`src/rtl/exec_sequencer_if.sv`:
```
// Bundles the decode, execution-unit and writeback signals of exec_sequencer.
// The sequencer connects through the slave modport; its environment uses master.
interface exec_sequencer_if;
    logic        in_valid;
    logic        in_ready;
    logic [3:0]  in_opcode;
    logic [15:0] in_src1;
    logic [15:0] in_src2;
    logic [15:0] in_imm;
    logic [2:0]  in_rd;

    logic [3:0]  eu_opcode;
    logic [15:0] eu_src1;
    logic [15:0] eu_src2;
    logic [15:0] eu_imm;
    logic [15:0] eu_result;
    logic        eu_zero;
    logic        eu_carry;
    logic        eu_div_done;

    logic        wb_valid;
    logic        wb_ready;
    logic [2:0]  wb_rd;
    logic [15:0] wb_data;
    logic        wb_err;

    logic        zero_flag;
    logic        carry_flag;
    logic        busy;

    modport master (
        output in_valid, in_opcode, in_src1, in_src2, in_imm, in_rd,
        output eu_result, eu_zero, eu_carry, eu_div_done,
        output wb_ready,
        input  in_ready, eu_opcode, eu_src1, eu_src2, eu_imm,
        input  wb_valid, wb_rd, wb_data, wb_err, zero_flag, carry_flag, busy
    );

    modport slave (
        input  in_valid, in_opcode, in_src1, in_src2, in_imm, in_rd,
        input  eu_result, eu_zero, eu_carry, eu_div_done,
        input  wb_ready,
        output in_ready, eu_opcode, eu_src1, eu_src2, eu_imm,
        output wb_valid, wb_rd, wb_data, wb_err, zero_flag, carry_flag, busy
    );
endinterface

```
`src/rtl/exec_sequencer.sv`:
```
// Execute-stage controller: accept one op, wait for the execution unit, hand result to writeback.
// Define EXEC_SEQ_TIMEOUT_EN to enable the divide watchdog (wb_err, DIV_TIMEOUT).
module exec_sequencer #(
    parameter logic [3:0] DIV_OPCODE  = 4'd7,
    parameter int         DIV_TIMEOUT = 16
) (
    input logic             clk,
    input logic             rst_n,
    exec_sequencer_if.slave bus
);

    typedef enum logic [1:0] {IDLE, EXEC, DIV_WAIT, WB} state_t;

    state_t      state, state_nxt;
    logic        accept, capture, commit;
    logic [3:0]  opcode_q;
    logic [15:0] src1_q, src2_q, imm_q, data_q;
    logic [2:0]  rd_q;
    logic        pend_zero_q, pend_carry_q, zero_q, carry_q;

    if (DIV_TIMEOUT < 2 || DIV_TIMEOUT > 255) begin : g_bad_timeout
        $error("exec_sequencer: DIV_TIMEOUT must be in 2..255");
    end

`ifdef EXEC_SEQ_TIMEOUT_EN
    localparam logic [7:0] TIMEOUT_LAST = 8'(DIV_TIMEOUT - 1);
    logic [7:0] cnt_q;
    logic       err_q, timeout, cnt_clr, cnt_inc;
`endif

    always_ff @(posedge clk or negedge rst_n) begin
        if (!rst_n) state <= IDLE;
        else        state <= state_nxt;
    end

    always_comb begin
        state_nxt = state;
        accept    = 1'b0;
        capture   = 1'b0;
        commit    = 1'b0;
`ifdef EXEC_SEQ_TIMEOUT_EN
        timeout   = 1'b0;
        cnt_clr   = 1'b0;
        cnt_inc   = 1'b0;
`endif
        unique case (state)
            IDLE: if (bus.in_valid) begin
                accept    = 1'b1;
                state_nxt = EXEC;
            end
            EXEC: if (opcode_q != DIV_OPCODE) begin
                capture   = 1'b1;
                state_nxt = WB;
            end else begin
`ifdef EXEC_SEQ_TIMEOUT_EN
                cnt_clr   = 1'b1;
`endif
                state_nxt = DIV_WAIT;
            end
            // A done flag on the final count still yields the real result.
            DIV_WAIT: if (bus.eu_div_done) begin
                capture   = 1'b1;
                state_nxt = WB;
            end
`ifdef EXEC_SEQ_TIMEOUT_EN
            else if (cnt_q == TIMEOUT_LAST) begin
                timeout   = 1'b1;
                state_nxt = WB;
            end else begin
                cnt_inc   = 1'b1;
            end
`endif
            WB: if (bus.wb_ready) begin
                commit    = 1'b1;
                state_nxt = IDLE;
            end
            default: state_nxt = IDLE;
        endcase
    end

    always_ff @(posedge clk or negedge rst_n) begin
        if (!rst_n) begin
            opcode_q     <= '0;
            src1_q       <= '0;
            src2_q       <= '0;
            imm_q        <= '0;
            rd_q         <= '0;
            data_q       <= '0;
            pend_zero_q  <= 1'b0;
            pend_carry_q <= 1'b0;
            zero_q       <= 1'b0;
            carry_q      <= 1'b0;
        end else begin
            if (accept) begin
                opcode_q <= bus.in_opcode;
                src1_q   <= bus.in_src1;
                src2_q   <= bus.in_src2;
                imm_q    <= bus.in_imm;
                rd_q     <= bus.in_rd;
            end
            if (capture) begin
                data_q       <= bus.eu_result;
                pend_zero_q  <= bus.eu_zero;
                pend_carry_q <= bus.eu_carry;
            end
`ifdef EXEC_SEQ_TIMEOUT_EN
            if (timeout) begin
                data_q       <= 16'hFFFF;
                pend_zero_q  <= 1'b0;
                pend_carry_q <= 1'b1;
            end
`endif
            if (commit) begin
                zero_q  <= pend_zero_q;
                carry_q <= pend_carry_q;
            end
        end
    end

`ifdef EXEC_SEQ_TIMEOUT_EN
    always_ff @(posedge clk or negedge rst_n) begin
        if (!rst_n) begin
            cnt_q <= '0;
            err_q <= 1'b0;
        end else begin
            if (cnt_clr)      cnt_q <= '0;
            else if (cnt_inc) cnt_q <= cnt_q + 8'd1;
            if (capture)      err_q <= 1'b0;
            else if (timeout) err_q <= 1'b1;
        end
    end
    assign bus.wb_err = err_q;
`else
    assign bus.wb_err = 1'b0;
`endif

    // in_ready is held low while reset is asserted, not just outside IDLE.
    assign bus.in_ready   = (state == IDLE) && rst_n;
    assign bus.busy       = (state != IDLE);
    assign bus.wb_valid   = (state == WB);
    assign bus.wb_data    = data_q;
    assign bus.wb_rd      = rd_q;
    assign bus.eu_opcode  = opcode_q;
    assign bus.eu_src1    = src1_q;
    assign bus.eu_src2    = src2_q;
    assign bus.eu_imm     = imm_q;
    assign bus.zero_flag  = zero_q;
    assign bus.carry_flag = carry_q;

endmodule

```
`src/flat_wrapper.sv`:
```
// flat-port wrapper written by rule: the top's interface ports become plain ports
module exec_sequencer_flat 
#(
    parameter logic [3:0] DIV_OPCODE  = 4'd7,
    parameter int         DIV_TIMEOUT = 16
)
  (clk, rst_n, bus_in_valid, bus_in_opcode, bus_in_src1, bus_in_src2, bus_in_imm, bus_in_rd, bus_eu_result, bus_eu_zero, bus_eu_carry, bus_eu_div_done, bus_wb_ready, bus_in_ready, bus_eu_opcode, bus_eu_src1, bus_eu_src2, bus_eu_imm, bus_wb_valid, bus_wb_rd, bus_wb_data, bus_wb_err, bus_zero_flag, bus_carry_flag, bus_busy);
  exec_sequencer_if bus_i ();
  input logic clk;
  input logic rst_n;
  input wire logic [$bits(bus_i.in_valid)-1:0] bus_in_valid;
  input wire logic [$bits(bus_i.in_opcode)-1:0] bus_in_opcode;
  input wire logic [$bits(bus_i.in_src1)-1:0] bus_in_src1;
  input wire logic [$bits(bus_i.in_src2)-1:0] bus_in_src2;
  input wire logic [$bits(bus_i.in_imm)-1:0] bus_in_imm;
  input wire logic [$bits(bus_i.in_rd)-1:0] bus_in_rd;
  input wire logic [$bits(bus_i.eu_result)-1:0] bus_eu_result;
  input wire logic [$bits(bus_i.eu_zero)-1:0] bus_eu_zero;
  input wire logic [$bits(bus_i.eu_carry)-1:0] bus_eu_carry;
  input wire logic [$bits(bus_i.eu_div_done)-1:0] bus_eu_div_done;
  input wire logic [$bits(bus_i.wb_ready)-1:0] bus_wb_ready;
  output wire logic [$bits(bus_i.in_ready)-1:0] bus_in_ready;
  output wire logic [$bits(bus_i.eu_opcode)-1:0] bus_eu_opcode;
  output wire logic [$bits(bus_i.eu_src1)-1:0] bus_eu_src1;
  output wire logic [$bits(bus_i.eu_src2)-1:0] bus_eu_src2;
  output wire logic [$bits(bus_i.eu_imm)-1:0] bus_eu_imm;
  output wire logic [$bits(bus_i.wb_valid)-1:0] bus_wb_valid;
  output wire logic [$bits(bus_i.wb_rd)-1:0] bus_wb_rd;
  output wire logic [$bits(bus_i.wb_data)-1:0] bus_wb_data;
  output wire logic [$bits(bus_i.wb_err)-1:0] bus_wb_err;
  output wire logic [$bits(bus_i.zero_flag)-1:0] bus_zero_flag;
  output wire logic [$bits(bus_i.carry_flag)-1:0] bus_carry_flag;
  output wire logic [$bits(bus_i.busy)-1:0] bus_busy;
  assign bus_i.in_valid = bus_in_valid;
  assign bus_i.in_opcode = bus_in_opcode;
  assign bus_i.in_src1 = bus_in_src1;
  assign bus_i.in_src2 = bus_in_src2;
  assign bus_i.in_imm = bus_in_imm;
  assign bus_i.in_rd = bus_in_rd;
  assign bus_i.eu_result = bus_eu_result;
  assign bus_i.eu_zero = bus_eu_zero;
  assign bus_i.eu_carry = bus_eu_carry;
  assign bus_i.eu_div_done = bus_eu_div_done;
  assign bus_i.wb_ready = bus_wb_ready;
  assign bus_in_ready = bus_i.in_ready;
  assign bus_eu_opcode = bus_i.eu_opcode;
  assign bus_eu_src1 = bus_i.eu_src1;
  assign bus_eu_src2 = bus_i.eu_src2;
  assign bus_eu_imm = bus_i.eu_imm;
  assign bus_wb_valid = bus_i.wb_valid;
  assign bus_wb_rd = bus_i.wb_rd;
  assign bus_wb_data = bus_i.wb_data;
  assign bus_wb_err = bus_i.wb_err;
  assign bus_zero_flag = bus_i.zero_flag;
  assign bus_carry_flag = bus_i.carry_flag;
  assign bus_busy = bus_i.busy;
  exec_sequencer #(.DIV_OPCODE(DIV_OPCODE), .DIV_TIMEOUT(DIV_TIMEOUT)) u_core (.clk(clk), .rst_n(rst_n), .bus(bus_i));
endmodule
```
`config.mk`:
```
export PLATFORM = sky130hd
export DESIGN_NAME = exec_sequencer_flat
export DESIGN_NICKNAME = d
export VERILOG_FILES = /design/src/rtl/exec_sequencer_if.sv /design/src/rtl/exec_sequencer.sv /design/src/flat_wrapper.sv
export SDC_FILE = /design/constraint.sdc
export NUM_CORES = 1
export LEC_CHECK = 0
export BUFFER_PORTS_ARGS = -buffer_cell sky130_fd_sc_hd__buf_2
export CORE_ASPECT_RATIO = 1.4
export CORE_MARGIN = 1.5
export CORE_UTILIZATION = 45
export CTS_CLUSTER_SIZE = 24
export DETAILED_ROUTE_END_ITERATION = 16
export PLACE_DENSITY = 0.79
export SLEW_MARGIN = 40
export SYNTH_ARGS = -nofsm -noshare
export SYNTH_HDL_FRONTEND = slang
export SYNTH_SLANG_ARGS = --single-unit
```
`constraint.sdc`:
```
create_clock -name clk -period 3.8 [get_ports clk]
set_input_delay 0.57 -clock clk [delete_from_list [all_inputs] [get_ports clk]]
set_output_delay 0.57 -clock clk [all_outputs]
set_load 0.005 [all_outputs]
```
==> results.sh, run 1 <==
export IMPL_slew_violations=0
export IMPL_insertion_delay_ns=0.34
export IMPL_intPower_mw=2.40
export IMPL_ys_ff_latch=77
export IMPL_die_height_um=108
export IMPL_ant_nets=0
export IMPL_ios=155
export IMPL_setup_slack_ns=1.58
export IMPL_p_comb_frac=0.455
export IMPL_max_vdd_ir_drop_uv=507
export IMPL_tightest_slew_ns=0.785
export IMPL_holdWs_ns=0.345
export IMPL_grt_pass1_wl_mm=13.4
export IMPL_cts_setup_buffers=0
export IMPL_clkPwrFrac=0.148
export IMPL_switching_share=0.369
export IMPL_cp_max_fo=20
export IMPL_drive_above_1_share=0.549
export IMPL_gp_congestion=0.792
export IMPL_vias_per_cell=5.55
export IMPL_dp_hpwl_mm=5.94
export IMPL_wl_per_cell_um=16.4
export IMPL_maxCapViolCount=0
export IMPL_min_period_ns=2.22
export IMPL_drcViolationCount=0
export IMPL_finalSetupTns_ns=0
export IMPL_antenna_found_initial=0
export IMPL_p_per_area_nw_per_um2=853
export IMPL_slew_headroom=0.476
export IMPL_total_power_mw=3.81
export IMPL_synth_area_per_cell_um2=12.9
export IMPL_vias=2890
export IMPL_critical_path_required_ns=4.08
export IMPL_fmax_ghz=0.450
export IMPL_clk_pin_slew_worst_paths_ns=0.08
export IMPL_grt_usage=0.207
export IMPL_hold_viol=0
export IMPL_antenna_cells=0
export IMPL_syn_area_um2=3520
export IMPL_drt_iter0_drc=132
export IMPL_synthTopCellsByArea="dfrtp_1 (55%), mux2_2 (18%), nand3_1 (5.1%)"
export IMPL_crit_path_end_kind="flip-flop"
export IMPL_critPathLaunchType="flip-flop"
export IMPL_outcome="finished clean"
export IMPL_synthCells=272
export IMPL_worstRegToRegCells=5
export IMPL_final_cell_mix="buf_2 (152), dfrtp_1 (77), mux2_2 (57)"
export IMPL_dr_pass1_iters=4
export IMPL_cts_sinks=77
export IMPL_finalSetupViolations=0
export IMPL_layout_commonest_cell="buf_2"
export IMPL_design_die_area_um2=8370
export IMPL_htree_levels=3
export IMPL_die_w_um=77.8
export IMPL_synth_distinct_cells=27
export IMPL_r2r_end="u_core.bus.wb_data[1]"
export IMPL_synth_top_area_frac=0.547
export IMPL_hold_buffers=0
export IMPL_numPortBuffers=153
export IMPL_arrival_ns=2.50
export IMPL_area_growth_pct=26.8
export IMPL_power_frac_seq=0.397
export IMPL_switching_power_mw=1.40
export IMPL_fin_util=0.583
export IMPL_yosysSeqAreaShare=0.547
export IMPL_first_global_vias=2878
export IMPL_initial_core_util=0.460
export IMPL_rsz0062_at_grt="no"
export IMPL_yosys_warnings=0
export IMPL_clockBufferDepth=2
export IMPL_grt_max_degree=78
export IMPL_reg2reg_from="u_core.state[1]"
export IMPL_gr_total_overflow=0
export IMPL_routed_wl_mm=8.53
export IMPL_p_leak_nw=2.13
export IMPL_yosysTopAreaCell="dfrtp_1"
export IMPL_fin_crit_sh=0.585
export IMPL_rows=38
export IMPL_finClkSkew_ns=0.00823
export IMPL_pre_cts_slack_ns=1.58
export IMPL_timing_worst_setup_path_type="reg2reg"
export IMPL_root_buffer="clkbuf_8"
export IMPL_reg2reg_setup_slack_ns=1.58
export IMPL_synth_nets=355
export IMPL_tritoncts="yes"
export IMPL_worstHoldPathType="in2async"
export IMPL_num_nets_final=499
export IMPL_cts_resized=0
export IMPL_cts_inserted_buffers=9
export IMPL_core_area_um2=7650
==> layout make-up <==
type	count	area, µm²
Fill cell	653	3190
Sequential cell	77	1930
Multi-Input combinational cell	167	1420
Timing Repair Buffer	155	787
Clock buffer	13	159
Tap cell	100	125
Inverter	6	22.5
Clock inverter	3	20.0
==> synthesized netlist by cell type <==
master	count
nand4b_2	1
clkinv_1	1
or2_1	1
buf_6	6
ha_1	5
conb_1	1
nand2_1	1
dfrtp_1	77
nor2_1	1
inv_1	4
buf_4	2
nand3_1	36
o22ai_1	1
o221a_2	1
nand2b_1	1
and4_1	18
mux2i_1	1
a31oi_1	18
clkbuf_1	4
nand2_2	2
a32oi_1	18
buf_2	10
mux2_2	57
o32a_1	1
and4b_1	1
inv_2	1
and2_1	2
==> critical path, stage by stage (launching register included) <==
cell and delay, ns:
dfrtp_1 0.39, inv_1 0.11, ha_1 0.65, and2_1 0.67, a32oi_1 0.21, nand3_1 0.12
==> through the flow <==
step | area, µm² | cells
final | 4460 | 521
after global routing | 4460 | 521
after CTS | 4460 | 521
after detailed placement | 4290 | 505
after global placement | 4280 | 505
after floorplan | 3520 | 272
==> state kept, by name, summed over array words and instances, names as in the netlist <==
signal                 count
u_core.bus.wb_rd           3
u_core.bus.eu_imm         16
u_core.bus.eu_src2        16
u_core.bus.wb_data        16
u_core.pend_zero_q         1
u_core.pend_carry_q        1
u_core.state               2
u_core.bus.eu_opcode       4
u_core.bus.eu_src1        16
u_core.bus.carry_flag      1
u_core.bus.zero_flag       1
==> power groups by stage <==
stage / sequential (mW) / combinational (mW) / clock (mW)
floorplan: 1.54 / 1.07 / 0
global placement: 1.50 / 1.67 / 0
detailed placement: 1.53 / 1.74 / 0
CTS: 1.51 / 1.74 / 0.583
global route: 1.57 / 1.91 / 0.618
finish: 1.51 / 1.73 / 0.563
==> logic make-up after synthesis <==
kind of cell / count (synthesis) / synth area share
simple gates: 64 / 0.116
mux: 58 / 0.185
fa+ha+maj: 5 / 0.0178
compound gates: 39 / 0.0846
other cells: 1 / 0.00107
buf+inv: 28 / 0.0483
flops: 77 / 0.547
==> metal layers <==
metal / vias to the layer above / track usage / share of wire
met5: - / 0 / 0
met4: 0 / 0.0922 / 0.0095
met3: 9 / 0.0712 / 0.089
met2: 148 / 0.332 / 0.51
met1: 1412 / 0.249 / 0.39
li1: 1321 / - / -
==> worst max path at each step <==
| stage | start | end | slack, ns | cells past startpoint |
|---|---|---|---|---|
| after global routing | u_core.state[0] | u_core.bus.eu_src2[3] | 1.41 | 5 |
| final | u_core.state[1] | u_core.bus.wb_data[1] | 1.58 | 5 |
| after detailed placement | u_core.state[0] | u_core.bus.eu_src1[5] | 1.58 | 5 |
| after CTS | u_core.state[0] | u_core.bus.eu_src2[3] | 1.57 | 5 |
| after global placement | u_core.state[0] | u_core.bus.eu_src1[8] | 1.65 | 5 |
| after floorplan | u_core.state[0] | u_core.bus.wb_data[5] | 2.22 | 7 |
Note: power is estimated with default switching activity, not from simulation.
==> inputs of run 2 (changes only) <==
--- a/config.mk
+++ b/config.mk
@@ -5,13 +5,14 @@
 export SDC_FILE = /design/constraint.sdc
 export NUM_CORES = 1
 export LEC_CHECK = 0
+export ABC_AREA = 1
 export BUFFER_PORTS_ARGS = -buffer_cell sky130_fd_sc_hd__buf_2
 export CORE_ASPECT_RATIO = 1.4
 export CORE_MARGIN = 1.5
 export CORE_UTILIZATION = 45
 export CTS_CLUSTER_SIZE = 24
 export DETAILED_ROUTE_END_ITERATION = 16
-export PLACE_DENSITY = 0.79
+export PLACE_DENSITY = 0.8
 export SLEW_MARGIN = 40
 export SYNTH_ARGS = -nofsm -noshare
 export SYNTH_HDL_FRONTEND = slang
==> constraint.sdc (replaced) <==
create_clock -name clk -period 2.15 [get_ports clk]
set_input_delay 0.3225 -clock clk [delete_from_list [all_inputs] [get_ports clk]]
set_output_delay 0.3225 -clock clk [all_outputs]
set_load 0.005 [all_outputs]
==> run 2 against run 1 <==
- routed wire length decreased by 19%
- worst setup slack worse by 1.2 ns
- via count fell by 20%
- largest cell class unchanged
- synthesized cell count is 13% lower
- first-iteration DRC count down 39%
- clock power increased by 140%
- sequential cell count did not move
- critical path depth unchanged
==> results.sh, run 2 <==
export IMPL_outcome="finished clean"
export IMPL_fillCellCount=568
export IMPL_synthTopCellsByArea="dfrtp_1 (60%), mux2_4 (18%), mux2_2 (6.3%)"
export IMPL_grt_usage=0.181
export IMPL_grt_max_degree=40
export IMPL_timing_worst_setup_path_type="reg2reg"
export IMPL_vias=2301
export IMPL_fin_crit_sh=0.843
export IMPL_power_frac_seq=0.384
export IMPL_fin_util=0.626
export IMPL_insertion_delay_ns=0.34
export IMPL_synth_common_cells="dfrtp_1 (77), nand2_1 (49), mux2_4 (38), nand3_1 (20), mux2_2 (18)"
export IMPL_p_per_area_nw_per_um2=1560
export IMPL_yosysMostFrequentCell="dfrtp_1"
export IMPL_dp_hpwl_mm=5.20
export IMPL_switching_power_mw=2.16
export IMPL_layout_commonest_cell="buf_2"
export IMPL_antenna_found_initial=0
export IMPL_drive_above_1_share=0.583
export IMPL_cts_setup_buffers=0
export IMPL_tritoncts="yes"
export IMPL_setup_slack_ns=0.337
export IMPL_synth_area_per_cell_um2=13.6
export IMPL_synth_distinct_cells=16
export IMPL_cts_resized=0
export IMPL_design_die_area_um2=7710
export IMPL_drcViolationCount=0
export IMPL_final_instance_count_excl_fill=495
export IMPL_rows=36
export IMPL_dr_pass1_iters=4
export IMPL_drt_iter0_drc=81
export IMPL_synth_top_area_frac=0.596
export IMPL_yosysSeqAreaShare=0.596
export IMPL_area_growth_pct=34.3
export IMPL_htree_levels=3
export IMPL_max_vdd_ir_drop_uv=865
export IMPL_ys_ff_latch=77
export IMPL_finalSetupViolations=0
export IMPL_die_w_um=74.6
export IMPL_maxCapViolCount=0
export IMPL_slew_violations=0
export IMPL_cts_sinks=77
export IMPL_vias_per_cell=4.65
export IMPL_num_nets_final=478
export IMPL_worstHoldPathType="in2async"
export IMPL_min_period_ns=1.81
export IMPL_switching_share=0.319
export IMPL_syn_area_um2=3230
export IMPL_final_cell_mix="buf_2 (152), dfrtp_1 (77), nand2_1 (48)"
export IMPL_routed_wl_mm=6.94
export IMPL_gp_congestion=0.808
export IMPL_synth_nets=320
export IMPL_finalSetupTns_ns=0
export IMPL_async_flop_share=1.00
export IMPL_ant_nets=0
export IMPL_clockBufferDepth=2
export IMPL_rsz0062_at_grt="no"
export IMPL_dp_cells=479
export IMPL_crit_path_end_kind="flip-flop"
export IMPL_yosys_warnings=0
export IMPL_synth_edf_count=0
export IMPL_critPathMaxStageDelay_ns=0.38
export IMPL_critical_path_required_ns=2.37
export IMPL_arrival_ns=2.03
export IMPL_synth_top_flop_cell="dfrtp_1"
export IMPL_clk_pin_slew_worst_paths_ns=0.08
export IMPL_pre_cts_slack_ns=0.305
export IMPL_total_power_mw=6.78
export IMPL_numPortBuffers=153
export IMPL_root_buffer="clkbuf_8"
export IMPL_p_leak_nw=2.44
export IMPL_reg2reg_setup_slack_ns=0.34
export IMPL_antenna_cells=0
export IMPL_yosysTopAreaCell="dfrtp_1"
export IMPL_die_height_um=103
export IMPL_wl_per_cell_um=14.0
export IMPL_gr_total_overflow=0
export IMPL_hold_buffers=0
export IMPL_finClkSkew_ns=0.00937
export IMPL_cp_max_fo=22
export IMPL_clkPwrFrac=0.200
export IMPL_synthCells=237
export IMPL_crit_chain="inv_1 -> ha_1 -> nand2_4 -> buf_4 -> mux2_4"
export IMPL_ios=155
export IMPL_cts_inserted_buffers=9
export IMPL_intPower_mw=4.62
export IMPL_fmax_ghz=0.551
export IMPL_critPathLaunchType="flip-flop"
export IMPL_p_comb_frac=0.416
export IMPL_hold_viol=0
export IMPL_grt_pass1_wl_mm=10.4
export IMPL_initial_core_util=0.466
export IMPL_slowest_stage="dfrtp_1"
export IMPL_core_area_um2=6940
export IMPL_first_global_vias=2278
-- run 2: cell types whose count changed after synthesis, moves of 4 or more --
cell,delta
inv_1,+6
a31oi_1,-18
and4_1,-18
nand2_1,+48
buf_2,-6
a32oi_1,-18
mux2_2,-39
mux2_4,+38
clkbuf_1,-4
nand3_1,-16
-- run 2: layout make-up --
cell class	count	area, µm²	share of cell area
tap	95	119	0.0274
inverter	10	37.5	0.00865
multi-input combinational	139	1180	0.272
clock inverter	3	90.1	0.0207
sequential	77	1930	0.444
clock buffer	13	169	0.0389
timing repair buffer	158	818	0.188
-- run 2: logic make-up (layout without fill, tap and decap cells) --
kind of cell	count (synthesis)	count (layout)	synth area share
fa+ha+maj	5	5	0.0193
flops	77	77	0.596
simple gates	75	75	0.100
buf+inv	21	184	0.0410
mux	56	56	0.239
compound gates	2	2	0.00309
other cells	1	1	0.00116
-- run 2: final timing paths --
check / startpoint / endpoint / cells past startpoint
worst max-delay path: u_core.state[0] / u_core.bus.eu_src1[12] / 5
worst min register to register: u_core.bus.wb_data[15] / u_core.bus.wb_data[15] / 2
worst max register to register: u_core.state[0] / u_core.bus.eu_src1[12] / 5
max in group asynchronous: rst_n / u_core.bus.eu_imm[4] / 2
min in group clk: bus_eu_result[5] / u_core.bus.wb_data[5] / 3
worst min-delay path: rst_n / u_core.bus.wb_data[12] / 2
-- run 2: power groups by stage --
| stage | Sequential [mW] | Combinational, mW | Clock [mW] |
|---|---|---|---|
| after CTS | 2.61 | 2.87 | 1.38 |
| after detailed placement | 2.62 | 2.86 | 0 |
| final | 2.60 | 2.82 | 1.36 |
| after floorplan | 2.65 | 1.72 | 0 |
| after global placement | 2.58 | 2.75 | 0 |
| after global routing | 2.69 | 3.14 | 1.44 |
-- run 2: routing by layer --
metal  wire, µm  share of wire  up-vias  global-route usage
met5          0              0        -                   0
li1           -              -     1090                   -
met2       3740           0.54       93               0.323
met4        126          0.018        0              0.0979
met1       2610           0.38     1108               0.195
met3        466          0.067       10              0.0397
-- run 2: metrics by stage --
stage          hold WS [ns]  cell area [µm²]
2_1_floorplan        0.0269             3230
3_3_place_gp          0.422             4080
3_5_place_dp          0.430             4080
4_1_cts              0.0540             4340
5_1_grt              0.0792             4340
6_report             0.0459             4340
-- run 2: critical path: cells and delay by family, from the launching register on --
family / cells / cell delay (ns)
fa+ha+maj: 1 / 0.26
buf+inv: 2 / 0.42
flops: 1 / 0.38
simple gates: 1 / 0.32
mux: 1 / 0.32
==> inputs of run 3 (changes only) <==
==> constraint.sdc (replaced) <==
create_clock -name clk -period 1.7 [get_ports clk]
set_input_delay 0.255 -clock clk [delete_from_list [all_inputs] [get_ports clk]]
set_output_delay 0.255 -clock clk [all_outputs]
set_load 0.005 [all_outputs]
==> run 3 against run 2 <==
- sequential power is 27% higher
- non-clock buffer count increased by 2
- worst setup slack got worse by 0.23 ns
- critical path type is now reg2out
- sequential share of layout area fell by 0.13 points
==> results.sh, run 3 (synthesis gave the netlist of run 2 again) <==
export IMPL_critical_path_most_common_cell="inv_1"
export IMPL_reg2reg_from="u_core.state[0]"
export IMPL_ios=155
export IMPL_slew_violations=0
export IMPL_antenna_cells=0
export IMPL_root_buffer="clkbuf_8"
export IMPL_min_period_ns=1.59
export IMPL_worstHoldPathType="in2reg"
export IMPL_crit_cells=5
export IMPL_drive_above_1_share=0.584
export IMPL_timing_worst_setup_path_type="reg2out"
export IMPL_initial_core_util=0.466
export IMPL_die_w_um=74.6
export IMPL_insertion_delay_ns=0.34
export IMPL_core_area_um2=6940
export IMPL_fillCellCount=557
export IMPL_tritoncts="yes"
export IMPL_grt_max_degree=78
export IMPL_finalSetupViolations=0
export IMPL_r2r_end="u_core.pend_carry_q"
export IMPL_drcViolationCount=0
export IMPL_p_leak_nw=2.44
export IMPL_fin_util=0.628
export IMPL_gr_total_overflow=0
export IMPL_cp_startpoint="u_core.state[0]"
export IMPL_design_die_area_um2=7710
export IMPL_die_height_um=103
export IMPL_finalSetupTns_ns=0
export IMPL_first_global_vias=2221
export IMPL_crit_path_end_kind="output pin"
export IMPL_hold_viol=0
export IMPL_grt_pass1_wl_mm=10.4
export IMPL_finClkSkew_ns=0.00823
export IMPL_clockBufferDepth=2
export IMPL_cp_max_fo=4
export IMPL_critPathMaxStageDelay_ns=0.40
export IMPL_fmax_ghz=0.628
export IMPL_crit_chain="inv_1 -> ha_2 -> nand2_1 -> inv_1 -> buf_2"
export IMPL_rows=36
export IMPL_wl_per_cell_um=13.8
export IMPL_outcome="finished clean"
export IMPL_crit_buf_inv=3
export IMPL_ant_nets=0
export IMPL_layout_commonest_cell="buf_2"
export IMPL_antenna_found_initial=0
export IMPL_vias_per_cell=4.58
export IMPL_cts_setup_buffers=0
export IMPL_area_growth_pct=34.7
export IMPL_final_cell_mix="buf_2 (152), dfrtp_1 (77), nand2_1 (48)"
export IMPL_max_vdd_ir_drop_uv=1170
export IMPL_cts_sinks=77
export IMPL_vias=2274
export IMPL_routed_wl_mm=6.85
export IMPL_htree_levels=3
export IMPL_critical_path_required_ns=1.44
export IMPL_slowest_stage="dfrtp_1"
export IMPL_worstRegToRegCells=7
export IMPL_numPortBuffers=153
export IMPL_maxCapViolCount=0
export IMPL_p_per_area_nw_per_um2=1940
export IMPL_gp_congestion=0.765
export IMPL_dp_hpwl_mm=5.08
export IMPL_crit_end="bus_in_ready"
export IMPL_cts_inserted_buffers=9
export IMPL_num_nets_final=480
export IMPL_clk_pin_slew_worst_paths_ns=0.08
export IMPL_drt_iter0_drc=86
export IMPL_critPathLaunchType="flip-flop"
export IMPL_arrival_ns=1.34
export IMPL_reg2reg_setup_slack_ns=0.17
export IMPL_fin_crit_sh=0.937
export IMPL_rsz0062_at_grt="no"
export IMPL_critPathTopFamily="flip-flops"
export IMPL_dr_pass1_iters=4
export IMPL_grt_usage=0.182
==> run 3: how the worst min path moves through the flow <==
stage / start / end / slack (ns) / depth (start not counted)
4_1_cts: bus_in_src1[5] / u_core.bus.eu_src1[5] / 0.12 / 2
3_3_place_gp: rst_n / u_core.bus.carry_flag / 0.34 / 2
3_5_place_dp: rst_n / u_core.bus.zero_flag / 0.34 / 2
6_report: bus_in_src1[5] / u_core.bus.eu_src1[5] / 0.14 / 2
2_1_floorplan: rst_n / u_core.bus.carry_flag / -0.04 / 0
5_1_grt: bus_in_src2[5] / u_core.bus.eu_src2[5] / 0.12 / 2
==> run 3: through the flow <==
step	area (µm²)	power, mW	worst slack [ns]	cells	hold slack (ns)
after floorplan	3230	5.52	0.241	237	-0.0406
after global placement	4130	6.83	0.206	480	0.341
after detailed placement	4130	7.01	0.133	480	0.343
after CTS	4350	8.52	0.0482	496	0.116
after global routing	4350	9.06	0.0223	496	0.119
final	4350	8.43	0.108	496	0.136
==> run 3: what timing repair did <==
| action | 4_1_cts | 5_1_grt |
|---|---|---|
| gates resized for setup | 0 | 1 |
| hold endpoints to repair | 77 | 0 |
| hold buffers | 1 | 0 |
| setup endpoints to repair | 0 | 1 |
==> run 3: cell type report <==
cell class,count,area [µm²],share of cell area
Multi-Input combinational cell,139,1180,0.272
Clock inverter,4,72.6,0.0167
Sequential cell,77,1930,0.443
Timing Repair Buffer,160,873,0.201
Tap cell,95,119,0.0273
Clock buffer,11,141,0.0325
Inverter,10,37.5,0.00862
==> run 3: report_power, final <==
group | leakage [nW] | switching, mW | internal (mW)
sequential | 0.920 | 0.510 | 2.78
combinational | 1.42 | 1.62 | 2.04
clock | 0.105 | 0.619 | 0.857
==> run 3: metal layers <==
layer	global-route usage	wire length, µm	up-vias
li1	-	-	1096
met1	0.210	2650	1082
met2	0.315	3670	86
met3	0.0407	394	10
met4	0.0923	141	0
met5	0	0	-
